File: src/rtl/wb_gpio_irq_ctrl.sv
// wb_gpio_irq_ctrl: Wishbone-slave GPIO controller with atomic set/clear of outputs and
// per-pin rising/falling edge capture (write-1-to-clear status, level IRQ).
//
// Optional input debouncer: define GPIO_DEBOUNCE_EN to compile it in.
//
// Ports:
//   WBs_CLK_i       clock
//   WBs_RST_i       synchronous active-high reset
//   WBs_ADR_i       word address of the register window
//   WBs_CYC_i       block chip select
//   WBs_STB_i       transfer strobe
//   WBs_WE_i        write enable
//   WBs_BYTE_STB_i  byte enables
//   WBs_DAT_i       write data
//   WBs_DAT_o       read data, valid with ACK
//   WBs_ACK_o       transfer acknowledge
//   GPIO_IN_i       asynchronous pad inputs
//   GPIO_OUT_o      pad output data
//   GPIO_OE_o       pad output enables
//   IRQ_o           level interrupt, OR of captured status
module wb_gpio_irq_ctrl #(
  parameter int unsigned GPIO_WIDTH    = 8,
  parameter int unsigned ADDRWIDTH     = 4,
  parameter logic [31:0] GPIO_OUT_DEF  = 32'h0,
  parameter logic [31:0] GPIO_OE_DEF   = 32'h0,
  parameter int unsigned DEB_DIV       = 1000,
  parameter logic [31:0] DEF_REG_VALUE = 32'hFABDEFAC
) (
  input  logic                  WBs_CLK_i,
  input  logic                  WBs_RST_i,
  input  logic [ADDRWIDTH-1:0]  WBs_ADR_i,
  input  logic                  WBs_CYC_i,
  input  logic                  WBs_STB_i,
  input  logic                  WBs_WE_i,
  input  logic [3:0]            WBs_BYTE_STB_i,
  input  logic [31:0]           WBs_DAT_i,
  output logic [31:0]           WBs_DAT_o,
  output logic                  WBs_ACK_o,
  input  logic [GPIO_WIDTH-1:0] GPIO_IN_i,
  output logic [GPIO_WIDTH-1:0] GPIO_OUT_o,
  output logic [GPIO_WIDTH-1:0] GPIO_OE_o,
  output logic                  IRQ_o
);

  localparam logic [ADDRWIDTH-1:0] OffIn   = ADDRWIDTH'(0);
  localparam logic [ADDRWIDTH-1:0] OffOut  = ADDRWIDTH'(1);
  localparam logic [ADDRWIDTH-1:0] OffOe   = ADDRWIDTH'(2);
  localparam logic [ADDRWIDTH-1:0] OffSet  = ADDRWIDTH'(3);
  localparam logic [ADDRWIDTH-1:0] OffClr  = ADDRWIDTH'(4);
  localparam logic [ADDRWIDTH-1:0] OffRise = ADDRWIDTH'(5);
  localparam logic [ADDRWIDTH-1:0] OffFall = ADDRWIDTH'(6);
  localparam logic [ADDRWIDTH-1:0] OffStat = ADDRWIDTH'(7);
  localparam logic [ADDRWIDTH-1:0] OffCfg  = ADDRWIDTH'(8);
  localparam logic [7:0]           WidthB  = 8'(GPIO_WIDTH);

  typedef logic [GPIO_WIDTH-1:0] pins_t;

  logic        ack_q;
  logic [31:0] dat_q;
  logic        irq_q;
  pins_t       out_q, out_d, oe_q, oe_d;
  pins_t       rise_en_q, rise_en_d, fall_en_q, fall_en_d;
  pins_t       stat_q, stat_d;
  pins_t       sync1_q, sync2_q, in_q, in_d, prev_q;

  logic        acc, wr;
  logic [31:0] bmask32;
  pins_t       wm, wbits, clr, rise, fall;
  logic [31:0] rdata;
  logic [7:0]  cfg_deb;

  // A new access is accepted only while no ACK is outstanding, so a held strobe
  // yields one ACK every other cycle.
  assign acc     = WBs_CYC_i & WBs_STB_i & ~ack_q;
  assign wr      = acc & WBs_WE_i;
  assign bmask32 = {{8{WBs_BYTE_STB_i[3]}}, {8{WBs_BYTE_STB_i[2]}},
                    {8{WBs_BYTE_STB_i[1]}}, {8{WBs_BYTE_STB_i[0]}}};
  assign wm      = bmask32[GPIO_WIDTH-1:0];
  assign wbits   = WBs_DAT_i[GPIO_WIDTH-1:0] & wm;

  assign rise = in_q & ~prev_q & rise_en_q;
  assign fall = ~in_q & prev_q & fall_en_q;

  always_comb begin
    out_d     = out_q;
    oe_d      = oe_q;
    rise_en_d = rise_en_q;
    fall_en_d = fall_en_q;
    clr       = '0;
    if (wr) begin
      case (WBs_ADR_i)
        OffOut:  out_d     = (out_q & ~wm) | wbits;
        OffOe:   oe_d      = (oe_q & ~wm) | wbits;
        OffSet:  out_d     = out_q | wbits;
        OffClr:  out_d     = out_q & ~wbits;
        OffRise: rise_en_d = (rise_en_q & ~wm) | wbits;
        OffFall: fall_en_d = (fall_en_q & ~wm) | wbits;
        OffStat: clr       = wbits;
        default: ;
      endcase
    end
    // Hardware set is applied after the W1C clear so a same-cycle edge wins.
    stat_d = (stat_q & ~clr) | rise | fall;
  end

  always_comb begin
    rdata = DEF_REG_VALUE;
    case (WBs_ADR_i)
      OffIn:   rdata = 32'(in_q);
      OffOut:  rdata = 32'(out_q);
      OffOe:   rdata = 32'(oe_q);
      OffSet:  rdata = 32'h0;
      OffClr:  rdata = 32'h0;
      OffRise: rdata = 32'(rise_en_q);
      OffFall: rdata = 32'(fall_en_q);
      OffStat: rdata = 32'(stat_q);
      OffCfg:  rdata = {16'h0, cfg_deb, WidthB};
      default: rdata = DEF_REG_VALUE;
    endcase
  end

  always_ff @(posedge WBs_CLK_i) begin
    if (WBs_RST_i) begin
      ack_q     <= 1'b0;
      dat_q     <= '0;
      irq_q     <= 1'b0;
      out_q     <= GPIO_OUT_DEF[GPIO_WIDTH-1:0];
      oe_q      <= GPIO_OE_DEF[GPIO_WIDTH-1:0];
      rise_en_q <= '0;
      fall_en_q <= '0;
      stat_q    <= '0;
      sync1_q   <= '0;
      sync2_q   <= '0;
      in_q      <= '0;
      prev_q    <= '0;
    end else begin
      ack_q     <= acc;
      dat_q     <= (acc & ~WBs_WE_i) ? rdata : 32'h0;
      irq_q     <= |stat_q;
      out_q     <= out_d;
      oe_q      <= oe_d;
      rise_en_q <= rise_en_d;
      fall_en_q <= fall_en_d;
      stat_q    <= stat_d;
      sync1_q   <= GPIO_IN_i;
      sync2_q   <= sync1_q;
      in_q      <= in_d;
      prev_q    <= in_q;
    end
  end

`ifdef GPIO_DEBOUNCE_EN
  localparam int unsigned CntW = (DEB_DIV > 2) ? $clog2(DEB_DIV) : 1;

  logic [CntW-1:0] cnt_q;
  logic            tick;
  // hist1_q: sample from the previous tick, hist2_q: two ticks ago.
  pins_t           hist1_q, hist2_q, all1, all0;

  assign tick    = (cnt_q == CntW'(DEB_DIV - 1));
  assign all1    = sync2_q & hist1_q & hist2_q;
  assign all0    = ~(sync2_q | hist1_q | hist2_q);
  assign in_d    = tick ? ((in_q & ~all0) | all1) : in_q;
  assign cfg_deb = 8'hDB;

  always_ff @(posedge WBs_CLK_i) begin
    if (WBs_RST_i) begin
      cnt_q   <= '0;
      hist1_q <= '0;
      hist2_q <= '0;
    end else begin
      cnt_q <= tick ? '0 : cnt_q + 1'b1;
      if (tick) begin
        hist1_q <= sync2_q;
        hist2_q <= hist1_q;
      end
    end
  end
`else
  assign in_d    = sync2_q;
  assign cfg_deb = 8'h00;
`endif

  logic unused_ok;
  assign unused_ok = ^{WBs_DAT_i, bmask32, 32'(DEB_DIV)};

  assign WBs_ACK_o  = ack_q;
  assign WBs_DAT_o  = dat_q;
  assign IRQ_o      = irq_q;
  assign GPIO_OUT_o = out_q;
  assign GPIO_OE_o  = oe_q;

endmodule

File: config.mk
export PLATFORM = sky130hd
export DESIGN_NAME = wb_gpio_irq_ctrl
export DESIGN_NICKNAME = d
export VERILOG_FILES = /design/src/rtl/wb_gpio_irq_ctrl.sv
export SDC_FILE = /design/constraint.sdc
export NUM_CORES = 1
export LEC_CHECK = 0
export CELL_PAD_IN_SITES_DETAIL_PLACEMENT = 0
export CELL_PAD_IN_SITES_GLOBAL_PLACEMENT = 2
export CORE_ASPECT_RATIO = 1.75
export CORE_MARGIN = 1.5
export CORE_UTILIZATION = 28
export CTS_CLUSTER_DIAMETER = 80
export CTS_CLUSTER_SIZE = 8
export DETAILED_ROUTE_END_ITERATION = 10
export GPL_TIMING_DRIVEN = 0
export HOLD_SLACK_MARGIN = 0.03
export PLACE_DENSITY = 0.8
export RECOVER_POWER = 25
export SLEW_MARGIN = 0
export SYNTH_ARGS = -nofsm -noshare
export SYNTH_HDL_FRONTEND = slang
export SYNTH_SLANG_ARGS = --single-unit
File: constraint.sdc
create_clock -name WBs_CLK_i -period 2.04 [get_ports WBs_CLK_i]
set_input_delay 0.408 -clock WBs_CLK_i [delete_from_list [all_inputs] [get_ports WBs_CLK_i]]
set_output_delay 0.408 -clock WBs_CLK_i [all_outputs]
set_load 0.005 [all_outputs]
==> results.toml <==
[clock_network]
clk_latency_ns = 0.34
numCtsBuffers = 9
cts_tree = "done"
clockRootBuffer = "clkbuf_16"
htreeDepth = 3
cts.reportedPaths.clkPinSlew_ns = 0.06
cts-hold-fix-buffers = 0
clock-sinks = 83
clk_path_buf_depth = 2

[die]
num_rows = 54
ioPinCount = 103
die_y_um = 151
chipWidth_um = 87.7
coreArea_um2 = 12400
die_area_um2 = 13300
initial_core_util_pct = 28.4

[synthesis]
synthAdderAreaFrac_pct = 0
postSynthAreaPerCell_um2 = 9.85
yosysMostFrequentCell = "dfxtp_1"
seq_area_frac_synth_pct = 47.3
syn-cell-area_um2 = 3520
synth_xor_area_share_pct = 0
ys_warn_count = 0
ys_top_cells_by_count = "dfxtp_1, nor2b_1, nor2_1"
synth-compound-area-share_pct = 12.9
synth_top_family_by_area = "simple AND/OR/NAND/NOR gates"
synthCells = 357
synth-main-ff-cell = "dfxtp_1"
synthArstFlopShare_pct = 0
netlist.area_leader.share_pct = 47.3
synth_edf_count = 0
synthTopCellsByArea = "dfxtp_1, mux2i_1, nor2b_1, buf_4, nor2_1"
yosysTopAreaCell = "dfxtp_1"
synthMuxAreaShare_pct = 9.00
synth_seq_cells = 83
synth_simple_gate_area_share_pct = 22.4
synth_cell_type_count = 41

[placed_design]
dpl_cell_area_um2 = 4410
portBuffers = 67
dpl_worst_slack_ns = -0.426
finalWeightedCongestion = 0.896
dp.cells = 596
dp_hpwl_um = 7430

[critical_path]
start_kind = "flip-flop"
worst-path-max-fanout = 19
required_ns = 1.63
path_class = "flip-flop to output port"
ff2ff_path_depth = 3
cp_data_arrival_time_ns = 1.51
cp-end-kind = "output port"

[timing]
fmax_mhz = 521
final-setup-viol-count = 0
setup_ws_ns = 0.120
finalCriticalPeriod_ns = 1.92
tightest_slew_ns = 0.666
hold_viol = 0
maxSlewViolCount = 0
whs_ns = 0.422
period_share_pct = 94.1
relSlewSlack_pct = 55.4
tns_ns = 0
skew_ns = 0.00980
rsz0062_at_grt = "no"

[layout]
final_area_um2 = 4820
seq_area_um2 = 1660
drive_above_1_share_pct = 13.3
fillCellCount = 1250
area_growth_pct = 37.2
num-nets-final = 494
fin_cells = 612
multi_input_area_um2 = 1590
diodes = 0

[detailed_routing]
dr.first_iter.drc_count = 181
ant_nets = 0
drt-total-wl_um = 9770
post-route-drc-count = 0
vias_per_cell = 4.68
num_vias = 2865
drt-wirelength-per-cell_um = 16.0
dr.pass1.iters = 4

[global_routing]
grt_pass1_vias = 2805
grt_usage_pct = 15.3
grt_max_degree = 20
grt_antenna_before_repair = 0
grt_overflow = 0
grt_first_pass_wirelength_um = 14900

[pwr]
powerDensity_nw_per_um2 = 798
vdd.ir_drop.worst_uv = 375
p_leak_nw = 1.77

[worst_hold_path]
hold_path.class = "flip-flop to flip-flop"
holdPathStages = 1

[job]
drv_cap = 0

[outcome]
outcome = "complete, no violations"
==> critical path, stage by stage, from the launching register on <==
cell and delay, ns:
dfxtp_2 0.51, buf_4 0.17, clkdlybuf4s50_1 0.50
==> placed cells by master (no fill, tap or decap), types with 7 or more instances in the layout <==
| cell | count |
|---|---|
| nand3b_1 | 16 |
| nand2_1 | 9 |
| a22o_1 | 8 |
| clkdlybuf4s50_1 | 66 |
| dfxtp_1 | 82 |
| a22oi_1 | 7 |
| buf_4 | 24 |
| clkbuf_16 | 9 |
| nor2b_1 | 36 |
| mux2i_1 | 26 |
| inv_1 | 11 |
| and4_1 | 9 |
| o21ai_0 | 11 |
| a31oi_1 | 11 |
| a221o_1 | 8 |
| clkbuf_1 | 10 |
| a21oi_1 | 8 |
| nor2_1 | 33 |
==> metrics by stage <==
step	util (%)	total power, mW
after floorplan	-	1.82
after global placement	35.7	1.94
after detailed placement	35.7	1.94
after CTS	39.0	3.89
after global routing	39.0	3.99
final	39.0	3.85
==> final timing paths <==
check,startpoint,endpoint,slack [ns]
min reg2reg,sync1_q[7],in_d[7],0.42
min,sync1_q[7],in_d[7],0.42
max,WBs_DAT_o[30],WBs_DAT_o[19],0.12
max reg2reg,WBs_ACK_o,GPIO_OUT_o[7],0.40
==> what timing repair did <==
action | CTS | global route
buffers inserted | 3 | 0
hold endpoints to repair | 0 | 0
resized for setup | 2 | 5
pin swaps | 3 | 0
setup endpoints to repair | 48 | 19
==> power by group <==
part	leakage, nW	internal (mW)	switching (mW)	total, mW
sequential	0.674	1.65	0.0118	1.66
clock	0.168	1.31	0.636	1.94
combinational	0.931	0.115	0.136	0.251
total	1.77	3.07	0.783	3.85
==> cell families (layout without fill, tap and decap cells) <==
group                  count (synthesis)  count (layout)
multiplexers                          31              31
AND/OR/NAND/NOR                      126             126
AO/OA/AOI/OAI                         64              64
other                                  1               5
buffers and inverters                 52             135
flip-flops                            83              83
==> area by class of cell <==
type                            count  area share, %
Sequential cell                    83           34.5
Multi-Input combinational cell    226           32.9
Buffer                             40           5.16
Inverter                           11          0.856
Tap cell                          168           4.36
Clock buffer                        9           4.67
Timing Repair Buffer               70           14.9
Clock inverter                      5           2.65
==> routing by layer <==
metal	global-route usage, %	part of all wire [%]	vias to the layer above
met3	3.11	5.1	24
met2	28.0	54	113
li1	-	-	1398
met1	15.6	37	1330
met4	9.13	4.1	0
met5	0	0	-
No activity file was read; power rests on OpenSTA's default activity.
